[src/rtl/mod997_pkg.sv]
// Shared definitions for the mod-997 residue path.
//
// Contents:
//   MODULUS_997 - reduction modulus
//   RES_W       - residue width in bits
//   state_t     - accumulator state encoding (ACC, DONE)
//   residue_t   - one reduced residue
package mod997_pkg;

    localparam int MODULUS_997 = 997;
    localparam int RES_W       = 10;

    typedef enum logic [0:0] {
        ACC  = 1'b0,
        DONE = 1'b1
    } state_t;

    typedef logic [RES_W-1:0] residue_t;

endpackage : mod997_pkg

[src/rtl/mod997_modadd.sv]
// Combinational modular adder: sum = (a + b) mod MODULUS.
// Only one conditional subtraction is applied, so the result is fully
// reduced only when both operands are already below MODULUS. With b = 0 it
// serves as a single-step pre-reduction of a possibly out-of-range value.
//
// Ports:
//   a   in  RES_W  first operand
//   b   in  RES_W  second operand
//   sum out RES_W  a + b, less MODULUS when a + b >= MODULUS
module mod997_modadd
    import mod997_pkg::*;
#(
    parameter int MODULUS = MODULUS_997,
    parameter int RES_W   = 10
) (
    input  logic [RES_W-1:0] a,
    input  logic [RES_W-1:0] b,
    output logic [RES_W-1:0] sum
);

    // One extra bit holds the carry and also lets MODULUS == 2**RES_W fit.
    localparam logic [RES_W:0] MOD_EXT = (RES_W+1)'(MODULUS);

    logic [RES_W:0] raw_sum;
    logic [RES_W:0] red_sum;

    always_comb begin
        raw_sum = {1'b0, a} + {1'b0, b};
        red_sum = raw_sum;
        if (raw_sum >= MOD_EXT) begin
            red_sum = raw_sum - MOD_EXT;
        end
    end

    // After at most one subtraction the value is below MODULUS <= 2**RES_W,
    // so the top bit is always zero here.
    assign sum = red_sum[RES_W-1:0];

endmodule : mod997_modadd

[src/rtl/mod997_residue_accum.sv]
// Sequential modulo-MODULUS accumulator for bursts of residue beats.
// Beats are summed modulo MODULUS; the final beat (in_last) latches the
// reduced sum and the saturating beat count, and the block then holds the
// result in DONE until the consumer takes it. No beat is accepted in DONE.
//
// Optional feature macro: MOD997_ACC_RANGE_CHECK_EN
//   defined   - accepted in_res >= MODULUS is pre-reduced by one subtraction
//               and raises the sticky err flag (cleared only by rst)
//   undefined - no pre-reduction, err tied to 0
//
// Ports:
//   clk        in   1      clock, rising edge
//   rst        in   1      synchronous active-high reset
//   in_valid   in   1      residue beat valid
//   in_ready   out  1      block accepts a beat (high in ACC)
//   in_res     in   RES_W  residue beat
//   in_last    in   1      final beat of the operand
//   out_valid  out  1      result valid (high in DONE)
//   out_ready  in   1      consumer accepts the result
//   out_res    out  RES_W  reduced sum, always < MODULUS
//   out_beats  out  CNT_W  beats in the burst, saturating
//   err        out  1      sticky range error
module mod997_residue_accum
    import mod997_pkg::*;
#(
    parameter int MODULUS = MODULUS_997,
    parameter int RES_W   = 10,
    parameter int CNT_W   = 8
) (
    input  logic             clk,
    input  logic             rst,
    input  logic             in_valid,
    output logic             in_ready,
    input  logic [RES_W-1:0] in_res,
    input  logic             in_last,
    output logic             out_valid,
    input  logic             out_ready,
    output logic [RES_W-1:0] out_res,
    output logic [CNT_W-1:0] out_beats,
    output logic             err
);

    state_t           state;
    logic [RES_W-1:0] acc;
    logic [CNT_W-1:0] cnt;
    logic [CNT_W-1:0] cnt_inc;
    logic [RES_W-1:0] add_op;
    logic [RES_W-1:0] acc_sum;
    logic             accept;

    // Handshake outputs decode the state register only, so there is no
    // combinational path from out_ready to in_ready.
    assign in_ready  = (state == ACC);
    assign out_valid = (state == DONE);
    assign accept    = in_valid && in_ready;

    // Beat counter holds at all-ones instead of wrapping.
    assign cnt_inc = (cnt == {CNT_W{1'b1}}) ? cnt : cnt + 1'b1;

`ifdef MOD997_ACC_RANGE_CHECK_EN
    localparam logic [RES_W:0] MOD_EXT = (RES_W+1)'(MODULUS);

    logic err_q;
    logic in_oor;

    assign in_oor = ({1'b0, in_res} >= MOD_EXT);

    // Adding zero with one conditional subtraction folds an out-of-range
    // beat back into [0, MODULUS) before it reaches the accumulator.
    mod997_modadd #(
        .MODULUS (MODULUS),
        .RES_W   (RES_W)
    ) u_prereduce (
        .a   (in_res),
        .b   ({RES_W{1'b0}}),
        .sum (add_op)
    );

    always_ff @(posedge clk) begin
        if (rst) begin
            err_q <= 1'b0;
        end else if (accept && in_oor) begin
            err_q <= 1'b1;
        end
    end

    assign err = err_q;
`else
    assign add_op = in_res;
    assign err    = 1'b0;
`endif

    mod997_modadd #(
        .MODULUS (MODULUS),
        .RES_W   (RES_W)
    ) u_accum_add (
        .a   (acc),
        .b   (add_op),
        .sum (acc_sum)
    );

    // Reset clears the partial sum and any pending result as well as the
    // state, so a burst interrupted by rst leaves nothing behind.
    always_ff @(posedge clk) begin
        if (rst) begin
            state     <= ACC;
            acc       <= '0;
            cnt       <= '0;
            out_res   <= '0;
            out_beats <= '0;
        end else begin
            case (state)
                ACC: begin
                    if (accept) begin
                        if (in_last) begin
                            out_res   <= acc_sum;
                            out_beats <= cnt_inc;
                            acc       <= '0;
                            cnt       <= '0;
                            state     <= DONE;
                        end else begin
                            acc <= acc_sum;
                            cnt <= cnt_inc;
                        end
                    end
                end
                DONE: begin
                    if (out_ready) begin
                        state <= ACC;
                    end
                end
                default: begin
                    state <= ACC;
                end
            endcase
        end
    end

endmodule : mod997_residue_accum
[config.mk]
export PLATFORM = sky130hd
export DESIGN_NAME = mod997_residue_accum
export DESIGN_NICKNAME = d
export VERILOG_FILES = /design/src/rtl/mod997_pkg.sv /design/src/rtl/mod997_modadd.sv /design/src/rtl/mod997_residue_accum.sv
export SDC_FILE = /design/constraint.sdc
export NUM_CORES = 1
export LEC_CHECK = 0
export CORE_ASPECT_RATIO = 0.8
export CORE_MARGIN = 2
export CORE_UTILIZATION = 35
export DETAILED_ROUTE_END_ITERATION = 12
export GPL_ROUTABILITY_DRIVEN = 0
export SLEW_MARGIN = 0
export SYNTH_ARGS = -nofsm -noshare
export SYNTH_HDL_FRONTEND = slang
export SYNTH_SLANG_ARGS = --single-unit
[constraint.sdc]
create_clock -name clk -period 2.9 [get_ports clk]
set_clock_uncertainty 0.05 [all_clocks]
set_input_delay 0.435 -clock clk [delete_from_list [all_inputs] [get_ports clk]]
set_output_delay 0.435 -clock clk [all_outputs]
set_load 0.02 [all_outputs]
==> After elaboration in Yosys (flattened, before gate mapping) <==
Cells that the tools add are included.
{ "totals": {"register_bits": 37} }
{ "classes": {"magnitude_cmp": 1, "reduce_logical": 3, "mux": 8, "bitwise": 1, "n_addsub": 3, "n_eq_ne": 1} }
{ "ops": {"columns": ["cell", "count"], "rows": [
  ["$mux 10", 2],
  ["$mux 8", 2],
  ["$add 10x10->11", 1],
  ["$ge 11x10->1 const B", 1],
  ["$sub 10x10->10 const B", 1],
  ["$add 8x1->8 const B", 1],
  ["$eq 8x8->1 const B", 1],
  ["$mux 1", 3],
  ["$reduce_and 3->1", 1],
  ["$pmux 1 s2", 1],
  ["$reduce_and 2->1", 1],
  ["$logic_and 1x1->1", 1],
  ["$not 1->1", 1]
]} }

==> Depth between registers and ports, before layout <==
Gate-level depths: netlist of run 1.
{ "depth": {"word_depth": 4, "ltp_mapped": 12, "depth_no_buf": 11} }

==> Hierarchy <==
A second synthesis of run 1 with hierarchy kept.
{ "unflattened": {"cells_unflattened": 310, "hier_area_um2": 2402.3} }
{ "modules_own_cells": {"columns": ["mod", "n_inst", "area_per_inst_um2", "cells_per_inst"], "rows": [
  ["mod997_residue_accum", 1, 1556.5, 193],
  ["mod997_modadd", 1, 845.8, 117]
]} }

==> Least setup slack after synthesis of run 1 <==
Ideal clock, no wire load.
{ "synth_timing": {"kind": "input -> register", "startpoint": "input port in_res[4]", "endpoint": "register out_res[0]", "path_slack_ns": -0.133, "stages": 9, "arrival_time_ns": 2.921, "n_path_buf": 0, "path_cell_list": "ha_1 a21o_1 a211o_2 o32ai_1 xnor2_1 o31ai_4 o31a_2 or4_1 nand3_1"} }
{ "synth_between": {"elab_chain_len": 3} }
{ "synth_lines": {"columns": ["element", "line_no", "text"], "rows": [
  ["from (decl)", "mod997_residue_accum.sv:34", "input logic [RES_W-1:0] in_res,"],
  ["$add 10x10->11", "mod997_modadd.sv:28", "raw_sum = {1'b0, a} + {1'b0, b};"],
  ["$ge 11x10->1", "mod997_modadd.sv:30", "if (raw_sum >= MOD_EXT) begin"],
  ["$mux 10", "mod997_modadd.sv:30", null],
  ["to (signal assigned)", "mod997_residue_accum.sv:116", "out_res <= acc_sum;"],
  ["to (decl)", "mod997_residue_accum.sv:38", "output logic [RES_W-1:0] out_res,"]
]} }
Every way passes these cells.
A chain may end at the register's enable or synchronous reset.

==> Worst setup path in the final report of run 1 <==
{ "layout_timing": {"startpoint": "register acc[0]", "endpoint": "register out_res[0]"} }
{ "layout_between": {"elab_chain_len": 3} }
{ "layout_lines": {"columns": ["element", "line_no", "text"], "rows": [
  ["from (decl)", "mod997_residue_accum.sv:44", "logic [RES_W-1:0] acc;"],
  ["from (signal assigned)", "mod997_residue_accum.sv:122", "acc <= acc_sum;"],
  ["$add 10x10->11 (*)", "mod997_modadd.sv:28", null],
  ["$sub 10x10->10 or $ge 11x10->1 (tied branches)", "mod997_modadd.sv:31, mod997_modadd.sv:30", null],
  ["$mux 10 (*)", "mod997_modadd.sv:30", null]
]} }
Mark *: on every way between the ends. The rest lies on a longest branch, timed or not.

==> impl_metrics.csv, run 1 <==
group,metric,value,unit
run_status,status,"complete, but fails checks",
run_status,failed_checks,"setup timing",
sta,clock.fmax,335,MHz
grt,grt_max_degree,20,
cts,cts_buffers,5,
critical_path,r2r_cells,13,
critical_path,path_delay_family,"compound AO/OA/AOI/OAI gates",
die,die_w,97.1,um
critical_path,critical_path.cell_chain,"ha_4, inv_2, fa_2, nor2b_4, o2111a_2, buf_6, o32ai_4, xnor2_2, o31ai_4, buf_6, o31a_4, or4_4, nand3_2",
placed_design,place_hpwl,5.00,mm
synth,syn_nets,326,
drt,dr.pass1.iters,4,
critical_path,start_kind,"flop",
placed_design,port_buffers,34,
placed_design,preCtsSetupSlack,-0.768,ns
die,chipHeight,78.5,um
min_path,worstHoldStart,"out_beats[0]$_SDFFE_PP0P_",
min_path,worstHoldEndpoint,"out_beats[0]$_SDFFE_PP0P_",
grt,grt_pass1_wl,11.2,mm
critical_path,cp_max_fo,4,
drt,vias_per_cell,5.32,
sta,slew_violations,0,
cts,clk-insertion-delay-late,0.29,ns
min_path,hold_depth,2,
min_path,hold_path_class,"flop to flop",
critical_path,r2r-start,"acc[0]$_SDFFE_PP0P_",
placed_design,place_inst,456,
final_layout,antenna_cells,0,
grt,grt_pass1_vias,2352,
final_layout,fill_cells,634,
sta,setup_viol,8,
grt,grt_overflow,0,
final_layout,final_common_cell,"buf_4",
drt,drt.antenna.violating_nets,0,
final_layout,fin_nets,423,
sta,fin_ws,-0.0811,ns
critical_path,critical_path_arrival,3.17,ns
critical_path,regToRegSetupSlack,-0.08,ns
cts,cts_tree,"built",
critical_path,end_kind,"flop",
critical_path,cpPeakStageDelay,0.48,ns
die,die_area,7630,um^2
drt,wl_per_cell,14.7,um
critical_path,r2r_end,"out_res[0]$_SDFFE_PP0P_",
critical_path,cp_num_buf_inv,3,
pwr,power,0.00178,W
critical_path,cp.depth,13,
die,core-area,6790,um^2
die,io_pins,36,
sta,worst_pin_slew,0.647,ns
die,rows,27,
grt,gr-usage-all-layers,17.7,%
cts,htree_levels,2,
pwr,cellPowerDensity,477,nW/um^2
critical_path,critical_path_class,"flop to flop",
synth,ys_seq_area_share,30.5,%
job,maxCapViolations,0,
synth,synth_area,2430,um^2
sta,rsz0062_at_grt,"true",
synth,synth_ff_type,"dfxtp_1",
drt,routed_wl,7.08,mm
synth,synth-seq-cells,37,
synth,synth_cells,297,
sta,fin_tns_setup,-0.305,ns
sta,period_share,103,%
pwr,p_leak,1.51,nW
sta,finalHoldViolations,0,
cts,path_clk_slew,0.08,ns
synth,synth.distinct_cells,64,
synth,synth-async-reset-ratio,0,%
final_layout,drive_above_1_share,33.7,%
drt,drtIter0Drc,122,
final_layout,instances_no_fill,482,
sta,hold_ws,0.404,ns
die,initial_core_util,35.8,%
cts,clock_sinks,37,
synth,yosysWarnings,0,
pwr,irDropWorstVdd,291,uV
drt,drcViolationCount,0,
grt,antenna_found_initial,0,
critical_path,cp.required,3.09,ns
synth,synth_edf_count,0,
cts,cts_max_path_buffers,2,
critical_path,cp_common_cell,"buf_6",
drt,dr_total_vias,2565,
synth,postSynthAreaPerCell,8.18,um^2
sta,slew_headroom,56.9,%
final_layout,area_growth,53.5,%
cts,cts-root-buf,"clkbuf_8",
critical_path,cpMaxStageDelayCell,"or4_4",
sta,final.min_clock_period,2.98,ns
final_layout,layout_common_cells,"buf_4 (64), nor2_1 (45), dfxtp_1 (36)",
[worst max-delay path by stage]
stage / end / slack (ns) / startpoint
after floorplan: out_res[0]$_SDFFE_PP0P_ / 0.05 / in_res[0]
after global placement: out_res[3]$_SDFFE_PP0P_ / -0.69 / in_res[0]
after detailed placement: out_res[3]$_SDFFE_PP0P_ / -0.77 / in_res[0]
after CTS: out_res[0]$_SDFFE_PP0P_ / -0.16 / acc[0]$_SDFFE_PP0P_
after global routing: out_res[0]$_SDFFE_PP0P_ / -0.19 / acc[0]$_SDFFE_PP0P_
final: out_res[0]$_SDFFE_PP0P_ / -0.08 / acc[0]$_SDFFE_PP0P_
[registers in the layout, indices dropped and copies added, names as in the netlist]
name and count:
out_beats 8, out_res 10, out_valid 1, cnt 8
acc 10
[per-layer routing]
metal	wire length, um	GRT usage [%]
met2	3300	28.3
met1	3460	25.3
met5	0	0
met3	313	3.12
met4	12	3.52
[power breakdown]
group | switching (W) | internal, W | leakage [nW] | total, W
clock network | 0.000192 | 0.000280 | 0.0574 | 0.000472
registers | 0.0000210 | 0.000537 | 0.302 | 0.000559
logic | 0.000374 | 0.000374 | 1.15 | 0.000749
[timing repair]
action	4_1_cts	5_1_grt
gates cloned	0	1
hold buffers	0	0
resized for setup	21	34
setup endpoints to repair	20	20
pin swaps	18	25
buffers inserted	6	12
[synth_stat cells (all sizes together), types with 5 or more instances]
library cell	number	share of area, %
buf	8	2.2
nor4	5	1.5
ha	13	6.7
nand3	8	1.6
nand2	26	4.0
dfxtp	37	30
xnor2	11	4.3
nor2	45	7.0
nor3	13	2.7
inv	9	1.4
clkbuf	6	0.93
o21ai	16	3.3
a21oi	14	2.9
a211oi	11	3.9
[cells by family (layout without fill, tap and decap cells)]
family | count (synthesis) | in the layout | synth area share, %
AND/OR/NAND/NOR | 125 | 125 | 25.7
AO/OA/AOI/OAI | 80 | 81 | 25.0
flip-flops | 37 | 37 | 30.5
buffers and inverters | 23 | 120 | 4.48
adder cells (fa/ha/maj) | 14 | 14 | 7.52
XOR/XNOR | 14 | 14 | 5.36
multiplexers | 3 | 3 | 1.29
other | 1 | 1 | 0.154
[stage by stage]
stage / area (um^2) / utilization, %
after floorplan: 2470 / -
after global placement: 3240 / 47.7
after detailed placement: 3240 / 47.7
after CTS: 3470 / 51.2
after global routing: 3730 / 54.9
final: 3730 / 54.9
[worst reg2reg max path, stage by stage, from the launching register on]
cell and delay (ns):
dfxtp_2 0.36, ha_4 0.13, inv_2 0.04, fa_2 0.41, nor2b_4 0.13, o2111a_2 0.25, buf_6 0.12, o32ai_4 0.07
xnor2_2 0.25, o31ai_4 0.14, buf_6 0.15, o31a_4 0.28, or4_4 0.48, nand3_2 0.08
[area by class of cell]
cell class	instances	area [um^2]	share of cell area, %
Clock buffer	6	82.6	2.21
Timing Repair Buffer	103	868	23.3
Tap cell	87	109	2.92
Inverter	9	33.8	0.906
Multi-Input combinational cell	238	1860	49.8
Sequential cell	37	742	19.9
Clock inverter	2	37.5	1.01
Power figures use the tool's default switching activity.
==> run 2: changes to the inputs <==
Settings changed: GPL_ROUTABILITY_DRIVEN 0 to not set, SKIP_LAST_GASP set to 1.
==> impl_metrics.csv, run 2 (synthesis results as in run 1) <==
group,metric,value,unit
run_status,status,"complete, but fails checks",
run_status,failed_checks,"setup timing",
pwr,p_leak,1.50,nW
critical_path,critical_path_class,"flop to flop",
pwr,seqPwrFrac,31.5,%
drt,routed_wl,6.98,mm
drt,drt.antenna.violating_nets,0,
final_layout,drive_above_1_share,33.4,%
sta,slew_headroom,59.1,%
drt,dr.pass1.iters,4,
final_layout,fin_nets,423,
pwr,p_comb_share,41.8,%
cts,clk-insertion-delay-late,0.30,ns
drt,drcViolationCount,0,
die,initial_core_util,35.8,%
die,io_pins,36,
placed_design,place_hpwl,5.00,mm
cts,cts_max_path_buffers,2,
final_layout,final_area,3710,um^2
cts,cts_tree,"built",
final_layout,instances_no_fill,482,
grt,gr-usage-all-layers,17.7,%
pwr,irDropWorstVdd,290,uV
pwr,power,0.00177,W
final_layout,layout_common_cells,"buf_4 (64), nor2_1 (45), dfxtp_1 (36)",
cts,cts_hold_buf,0,
die,core-area,6790,um^2
grt,grt_max_degree,20,
pwr,p_int,0.00119,W
critical_path,cpMaxStageDelayCell,"or4_4",
drt,drtIter0Drc,112,
sta,final.min_clock_period,2.98,ns
grt,antenna_found_initial,0,
sta,setup_viol,6,
min_path,hold_depth,2,
critical_path,start_kind,"flop",
critical_path,critical_path.cell_chain,"ha_4, inv_2, fa_2, nor2b_4, o2111a_2, buf_6, o32ai_4, xnor2_2, o31ai_4, buf_6, o31a_4, or4_4, nand3_2",
sta,period_share,103,%
drt,vias_per_cell,5.30,
critical_path,critical_path_arrival,3.17,ns
cts,clock_sinks,37,
critical_path,r2r_cells,13,
placed_design,preCtsSetupSlack,-0.768,ns
critical_path,cp.required,3.09,ns
critical_path,cpPeakStageDelay,0.48,ns
sta,worst_pin_slew,0.613,ns
placed_design,port_buffers,34,
min_path,hold_path_class,"flop to flop",
cts,cts-root-buf,"clkbuf_8",
sta,finalHoldViolations,0,
die,die_area,7630,um^2
cts,path_clk_slew,0.08,ns
job,maxCapViolations,0,
critical_path,cp_max_fo,4,
drt,dr_total_vias,2555,
sta,hold_ws,0.405,ns
sta,fin_ws,-0.0789,ns
placed_design,gp_congestion,0.903,
cts,cts_buffers,5,
pwr,p_sw_share,32.8,%
grt,grt_pass1_wl,11.2,mm
final_layout,area_growth,52.7,%
critical_path,cp_common_cell,"buf_6",
pwr,clkPwrFrac,26.7,%
pwr,cellPowerDensity,477,nW/um^2
die,die_w,97.1,um
sta,slew_violations,0,
grt,grt_overflow,0,
cts,htree_levels,2,
final_layout,largestRegisters,"acc x10, out_res x10",
drt,wl_per_cell,14.5,um
grt,grt_pass1_vias,2352,
placed_design,place_inst,456,
final_layout,final_common_cell,"buf_4",
die,rows,27,
critical_path,end_kind,"flop",
placed_design,dpl_cell_area,3240,um^2
pwr,p_sw,0.000581,W
die,chipHeight,78.5,um
sta,clock.fmax,336,MHz
final_layout,antenna_cells,0,
sta,rsz0062_at_grt,"true",
==> run 2: power groups by stage <==
stage                     sequential, W  combinational, W  clock (W)
final                          0.000558          0.000740   0.000473
after global routing           0.000562          0.000799   0.000503
after CTS                      0.000559          0.000628   0.000479
after detailed placement       0.000569          0.000593          0
after global placement         0.000569          0.000582          0
after floorplan                0.000584          0.000324          0
==> run 2: critical path, delay by kind of cell, from the launching register on <==
| kind | cells | cell delay [ns] |
|---|---|---|
| fa+ha+maj | 2 | 0.54 |
| compound gates | 4 | 0.73 |
| simple gates | 3 | 0.69 |
| xor+xnor | 1 | 0.25 |
| buf+inv | 3 | 0.31 |
| flops | 1 | 0.36 |
==> run 2: final cells by class <==
cell class,instances,area (um^2)
Timing Repair Buffer,103,868
Clock buffer,6,82.6
Clock inverter,2,37.5
Multi-Input combinational cell,238,1840
Inverter,9,33.8
Tap cell,87,109
Fill cell,640,3080
Sequential cell,37,742
==> run 2: final timing paths <==
kind                            slack (ns)                        end                      start
worst max-delay path                 -0.08    out_res[0]$_SDFFE_PP0P_        acc[0]$_SDFFE_PP0P_
worst min register to register        0.41  out_beats[0]$_SDFFE_PP0P_  out_beats[0]$_SDFFE_PP0P_
worst min-delay path                  0.41  out_beats[0]$_SDFFE_PP0P_  out_beats[0]$_SDFFE_PP0P_
worst max register to register       -0.08    out_res[0]$_SDFFE_PP0P_        acc[0]$_SDFFE_PP0P_
==> run 2: through the flow <==
stage / TNS, ns / utilization (%)
final: -0.237 / 54.6
after global routing: -1.96 / 54.6
after CTS: -0.253 / 51.2
after detailed placement: -11.52 / 47.7
after global placement: -10.39 / 47.7
after floorplan: 0 / -
==> run 2: repair_timing <==
item,in CTS,in global routing
pin swaps,18,23
endpoints found under the setup margin,20,20
setup buffers,6,12
cloned,0,1
gates resized for setup,21,31
==> run 2: layer usage <==
metal | vias up | part of all wire, % | global-route usage (%)
li1 | 1279 | - | -
met1 | 1220 | 49 | 25.3
met2 | 52 | 46 | 28.3
met3 | 4 | 4.1 | 3.12
met4 | 0 | 0.63 | 3.52
met5 | - | 0 | 0
